## src/rtl/alu_pkg.sv

```systemverilog
// Shared ALU definitions: default datapath width and the divider's sequencing states.
package alu_pkg;

  localparam int DIV_WIDTH = 64;

  typedef enum logic [1:0] {
    IDLE = 2'd0,
    RUN  = 2'd1,
    DONE = 2'd2
  } div_state_e;

endpackage

```

## src/rtl/div_step.sv

```systemverilog
// One restoring-division iteration: shift {rem,quo} left, trial-subtract divisor, keep or restore.
module div_step
  import alu_pkg::*;
#(
  parameter int WIDTH = DIV_WIDTH
) (
  input  logic [WIDTH-1:0] i_rem,
  input  logic [WIDTH-1:0] i_quo,
  input  logic [WIDTH-1:0] i_divisor,
  output logic [WIDTH-1:0] o_rem,
  output logic [WIDTH-1:0] o_quo
);

  logic [WIDTH:0] w_shift_rem;
  logic [WIDTH:0] w_diff;

  // rem < divisor on entry, so a clear top bit of the difference means it is non-negative.
  assign w_shift_rem = {i_rem, i_quo[WIDTH-1]};
  assign w_diff      = w_shift_rem - {1'b0, i_divisor};

  always_comb begin
    if (w_diff[WIDTH]) begin
      o_rem = w_shift_rem[WIDTH-1:0];
      o_quo = {i_quo[WIDTH-2:0], 1'b0};
    end else begin
      o_rem = w_diff[WIDTH-1:0];
      o_quo = {i_quo[WIDTH-2:0], 1'b1};
    end
  end

endmodule

```

## src/rtl/seq_divider.sv

```systemverilog
// Sequential restoring divider (IDLE -> RUN for WIDTH cycles -> DONE, handshaked in and out).
// Define SEQ_DIVIDER_SIGNED_EN to honour is_signed with sign-magnitude correction.
module seq_divider
  import alu_pkg::*;
#(
  parameter int WIDTH = DIV_WIDTH
) (
  input  logic             clk,
  input  logic             rst_n,
  input  logic             in_valid,
  output logic             in_ready,
  input  logic [WIDTH-1:0] dividend,
  input  logic [WIDTH-1:0] divisor,
  input  logic             is_signed,
  output logic             out_valid,
  input  logic             out_ready,
  output logic [WIDTH-1:0] quotient,
  output logic [WIDTH-1:0] remainder,
  output logic             div_by_zero,
  output logic             busy
);

  localparam int CNT_W = $clog2(WIDTH);

  div_state_e       r_state, w_next_state;
  logic [WIDTH-1:0] r_rem, r_quo, r_divisor;
  logic [WIDTH-1:0] w_step_rem, w_step_quo, w_fin_rem, w_fin_quo;
  logic [WIDTH-1:0] w_dvd_mag, w_dvs_mag;
  logic [CNT_W-1:0] r_count;
  logic             r_dbz;
  logic             w_accept, w_last, w_dvs_zero;

  assign w_accept   = in_valid && (r_state == IDLE);
  assign w_dvs_zero = (divisor == '0);
  assign w_last     = (r_count == CNT_W'(WIDTH - 1));

`ifdef SEQ_DIVIDER_SIGNED_EN
  logic r_neg_q, r_neg_r;
  logic w_dvd_neg, w_dvs_neg;

  assign w_dvd_neg = is_signed && dividend[WIDTH-1];
  assign w_dvs_neg = is_signed && divisor[WIDTH-1];
  assign w_dvd_mag = w_dvd_neg ? -dividend : dividend;
  assign w_dvs_mag = w_dvs_neg ? -divisor : divisor;
  // Quotient negated on sign mismatch; remainder follows the dividend. MIN/-1 wraps back to MIN.
  assign w_fin_quo = r_neg_q ? -w_step_quo : w_step_quo;
  assign w_fin_rem = r_neg_r ? -w_step_rem : w_step_rem;

  always_ff @(posedge clk or negedge rst_n) begin
    if (!rst_n) begin
      r_neg_q <= 1'b0;
      r_neg_r <= 1'b0;
    end else if (w_accept) begin
      r_neg_q <= w_dvd_neg ^ w_dvs_neg;
      r_neg_r <= w_dvd_neg;
    end
  end
`else
  logic w_unused_is_signed;

  assign w_unused_is_signed = is_signed;
  assign w_dvd_mag          = dividend;
  assign w_dvs_mag          = divisor;
  assign w_fin_quo          = w_step_quo;
  assign w_fin_rem          = w_step_rem;
`endif

  div_step #(
    .WIDTH(WIDTH)
  ) u_div_step (
    .i_rem    (r_rem),
    .i_quo    (r_quo),
    .i_divisor(r_divisor),
    .o_rem    (w_step_rem),
    .o_quo    (w_step_quo)
  );

  // NOTE: sequential state is updated with non-blocking assignments so every register
  // samples pre-edge values, independent of statement order.
  always_ff @(posedge clk or negedge rst_n) begin
    if (!rst_n) r_state <= IDLE;
    else        r_state <= w_next_state;
  end

  // NOTE: every output of this block is given a default first; a path that leaves one
  // unassigned would infer a latch.
  always_comb begin
    w_next_state = r_state;
    in_ready     = 1'b0;
    out_valid    = 1'b0;
    busy         = 1'b0;
    unique case (r_state)
      IDLE: begin
        in_ready = 1'b1;
        if (in_valid) w_next_state = w_dvs_zero ? DONE : RUN;
      end
      RUN: begin
        busy = 1'b1;
        if (w_last) w_next_state = DONE;
      end
      DONE: begin
        out_valid = 1'b1;
        if (out_ready) w_next_state = IDLE;
      end
      default: w_next_state = IDLE;
    endcase
  end

  always_ff @(posedge clk or negedge rst_n) begin
    if (!rst_n) begin
      r_rem     <= '0;
      r_quo     <= '0;
      r_divisor <= '0;
      r_count   <= '0;
      r_dbz     <= 1'b0;
    end else if (w_accept) begin
      r_count   <= '0;
      r_divisor <= w_dvs_mag;
      if (w_dvs_zero) begin
        r_quo <= '1;
        r_rem <= dividend;
        r_dbz <= 1'b1;
      end else begin
        r_quo <= w_dvd_mag;
        r_rem <= '0;
        r_dbz <= 1'b0;
      end
    end else if (r_state == RUN) begin
      r_count <= r_count + CNT_W'(1);
      r_quo   <= w_last ? w_fin_quo : w_step_quo;
      r_rem   <= w_last ? w_fin_rem : w_step_rem;
    end
  end

  assign quotient    = r_quo;
  assign remainder   = r_rem;
  assign div_by_zero = r_dbz;

endmodule

```

## config.mk

```make
export PLATFORM = sky130hd
export DESIGN_NAME = seq_divider
export DESIGN_NICKNAME = d
export VERILOG_FILES = /design/src/rtl/alu_pkg.sv /design/src/rtl/div_step.sv /design/src/rtl/seq_divider.sv
export SDC_FILE = /design/constraint.sdc
export NUM_CORES = 1
export LEC_CHECK = 0
export BUFFER_PORTS_ARGS = -buffer_cell sky130_fd_sc_hd__buf_2
export CORE_MARGIN = 1
export CORE_UTILIZATION = 50
export DETAILED_ROUTE_END_ITERATION = 8
export PLACE_DENSITY_LB_ADDON = 0.08
export SKIP_CTS_REPAIR_TIMING = 1
export SLEW_MARGIN = 10
export SYNTH_ARGS = -nofsm -noshare
export SYNTH_HDL_FRONTEND = slang
export SYNTH_SLANG_ARGS = --single-unit
```

## constraint.sdc

```tcl
create_clock -name clk -period 6.1 [get_ports clk]
set_input_delay 0.915 -clock clk [delete_from_list [all_inputs] [get_ports clk]]
set_output_delay 0.915 -clock clk [all_outputs]
set_load 0.05 [all_outputs]
```

==> impl_metrics.env <==
export IMPL_critical_path_required_ns=6.51
export IMPL_ys_seq_elements=201
export IMPL_worst_path_largest_cell_delay_ns=0.49
export IMPL_synthTopCellsByArea="dfrtp_1, ha_1, nor2_1"
export IMPL_setup_slack_ns=1.525
export IMPL_ctsRootBufferMaster="clkbuf_16"
export IMPL_path_delay_family="compound AO/OA/AOI/OAI gates"
export IMPL_cts_made_buffers=23
export IMPL_worst_slew_pin_transition_ns=1.122
export IMPL_io_buffers=263
export IMPL_worst_ep_arrival_time_ns=4.98
export IMPL_floorplan_io_pins=265
export IMPL_synthesized_area_fraction_occupied_by_ao_oa_aoi_and_oai_cells_pct=24.33
export IMPL_min_path_type="reg -> reg"
export IMPL_clkSlewWorstSetupHoldPaths_ns=0.06
export IMPL_grt_first_pass_wirelength_mm=66.10
export IMPL_result_of_the_run="complete, no violations"
export IMPL_synth_simple_gate_area_share_pct=17.74
export IMPL_rsz0062_at_grt="no"
export IMPL_timing_max_slew_rel_slack_pct=24.49
export IMPL_synth_yosys_seq_area_share_pct=38.68
export IMPL_final_setup_viol_count=0
export IMPL_finalSetupTns_ns=0
export IMPL_synthCells=1588
export IMPL_cts_tree="yes"
export IMPL_synth_xor_area_share_pct=4.186
export IMPL_synthToLayoutAreaGrowth_pct=16.73
export IMPL_fillers=2369
export IMPL_multiInputGateArea_um2=7201
export IMPL_groute_usage_overall_pct=32.03
export IMPL_cts_root_to_sink_buffers=3
export IMPL_timing_critical_path_cells="inv_1 > ha_1 > fa_1 > nand2b_1 > a21oi_1 > o211ai_1 > a21oi_1 > a21oi_1 > o31a_1 > o221ai_4 > xor2_4 > buf_12 > mux2i_1 > a21oi_1 > a21o_1"
export IMPL_via_per_inst=5.960
export IMPL_ys_async_sr_fraction_pct=100.0
export IMPL_yosys_cell_types_count=68
export IMPL_postLayoutCellArea_um2=15180
export IMPL_synth_largest_area_cell="dfrtp_1"
export IMPL_mux_share_of_post_synthesis_cell_area_pct=2.482
export IMPL_dpl_cell_area_um2=14420
export IMPL_final_nets=1986
export IMPL_critPathKind="reg -> reg"
export IMPL_gpl_final_weighted_congestion=0.9477
export IMPL_cts_sinks=201
export IMPL_max_cap_violations=0
export IMPL_yosysTopAreaCellShare_pct=38.68
export IMPL_clock_latency_ns=0.52
export IMPL_dp_worst_setup_slack_ns=1.602
export IMPL_element_type_at_the_critical_path_end="flip-flop"
export IMPL_worst_hold_slack_ns=0.4846
export IMPL_area_sequential_um2=5030
export IMPL_die_h_um=163.3
export IMPL_crit_path_top_delay_cell="xor2_4"
export IMPL_global_route_overflow_total=0
export IMPL_worst_path_max_fanout=45
export IMPL_post_synth_cell_area_avg_um2=8.189
export IMPL_number_of_flops_mapped_to_enable_cells_by_yosys=0
export IMPL_hpwlAfterDp_mm=31.48
export IMPL_fp_dieW_um=163.3
export IMPL_path_buf_inv=2
export IMPL_dieArea_um2=26660
export IMPL_max_clock_freq_mhz=218.6
export IMPL_detail_route_first_pass_iterations=6
export IMPL_number_of_antenna_violations_at_the_first_check_in_global_routing=1
export IMPL_synth_adder_area_share_pct=6.408
export IMPL_largest_net_degree_at_the_start_of_global_routing=115
export IMPL_synth_main_ff_cell="dfrtp_1"
export IMPL_vias_in_the_first_global_route=11760
export IMPL_maxSlewViolCount=0
export IMPL_rows=58
export IMPL_routed_wirelength_mm=42.76
export IMPL_main_combinational_cell_family_by_area_after_synthesis="compound AO/OA/AOI/OAI gates"
export IMPL_detailroute_via_count=12710
export IMPL_antenna_cells=0
export IMPL_cp_common_cell="a21oi_1"
export IMPL_ys_warnings_count=0
export IMPL_report_final_hold_viol_count=0
export IMPL_initial_core_util_pct=51.34
export IMPL_antenna_left=0
export IMPL_htreeDepth=1
export IMPL_post_route_drc_count=0
export IMPL_netlist_top_cells_count="nor2_1, dfrtp_1, nand2_1"
export IMPL_wl_per_cell_um=20.05
export IMPL_area_of_the_mapped_netlist_um2=13000
export IMPL_startpoint_type="flip-flop"
export IMPL_finalCritPeriodShare_pct=74.99
export IMPL_finalCriticalPeriod_ns=4.575
export IMPL_initial_detailed_routing_violation_count=993
export IMPL_fp_coreArea_um2=25330
export IMPL_cell_with_the_most_instances_after_synthesis="nor2_1"
export IMPL_final_layout_size_suffix_gt1_share_pct=18.86
export IMPL_syn_num_nets=1787
export IMPL_fin_skew_ns=0.009709
## cell families after synthesis
group,after synthesis
AND/OR/NAND/NOR,522
flip-flops,201
buffers and inverters,192
multiplexers,32
XOR/XNOR,60
adder cells (fa/ha/maj),66
AO/OA/AOI/OAI,515
## cells in the final DEF (no fill, tap or decap), types with 19 or more instances in the layout
master     Yosys  routed
o22ai_1       64      64
nor2_1       205     205
inv_1         88      88
a211oi_1      21      21
o21ai_1       20      20
nor4_1        20      19
xnor2_1       36      36
ha_1          65      65
clkbuf_16      0      23
a31oi_1       25      25
buf_2         10     262
nand2_1      159     156
nor3_1        25      25
o21ai_0      153     153
a21o_1        29      29
nand4_1       25      25
a21oi_1      109     109
xor2_1        23      23
mux2i_1       30      30
dfrtp_1      201     201
nand3_1       33      33
## layer usage
| layer | part of all wire, % | vias up | GRT usage (%) |
|---|---|---|---|
| li1 | - | 6060 | - |
| met1 | 47 | 6045 | 49.17 |
| met2 | 41 | 553 | 44.38 |
| met3 | 10 | 52 | 8.431 |
| met4 | 1.7 | 2 | 6.924 |
| met5 | 0.023 | - | 0 |
## per-stage QoR
stage,util (%),instances
finish,59.93,2133
global route,59.93,2133
CTS,59.93,2133
detailed placement,56.95,2092
global placement,56.95,2092
floorplan,-,1588
## worst reg2reg max path, delay by kind of cell, from the launching register on
family,cells,cell delay [ns]
compound gates,8,2.06
simple gates,1,0.18
fa+ha+maj,2,0.64
buf+inv,2,0.40
flops,1,0.37
mux,1,0.34
xor+xnor,1,0.49
## cell type report
type / count / area share [%]
multi-input combinational: 1195 / 47.44
clock inverter: 6 / 0.3627
timing repair buffer: 278 / 9.553
inverter: 88 / 2.176
sequential: 201 / 33.14
clock buffer: 35 / 4.616
tap: 330 / 2.720
## state kept, by name, indices dropped and copies added (netlist names)
signal       cells
r_divisor       64
quotient        64
remainder       64
r_count          6
r_state          2
div_by_zero      1
## path summary, 6_finish.rpt
path                               from            end  slack (ns)  depth (start not counted)
max                        quotient[63]  remainder[26]        1.53                         15
min                          r_count[5]     r_count[5]        0.48                          1
max reg2reg                quotient[63]  remainder[26]        1.53                         15
min reg2reg                  r_count[5]     r_count[5]        0.48                          1
max in group asynchronous         rst_n   quotient[44]        4.33                          2
min in group asynchronous         rst_n  r_divisor[19]        0.49                          1
Power is left out: the tool's default activity adds up to more than one toggle a clock period on the data nets, which glitch-free logic cannot reach.
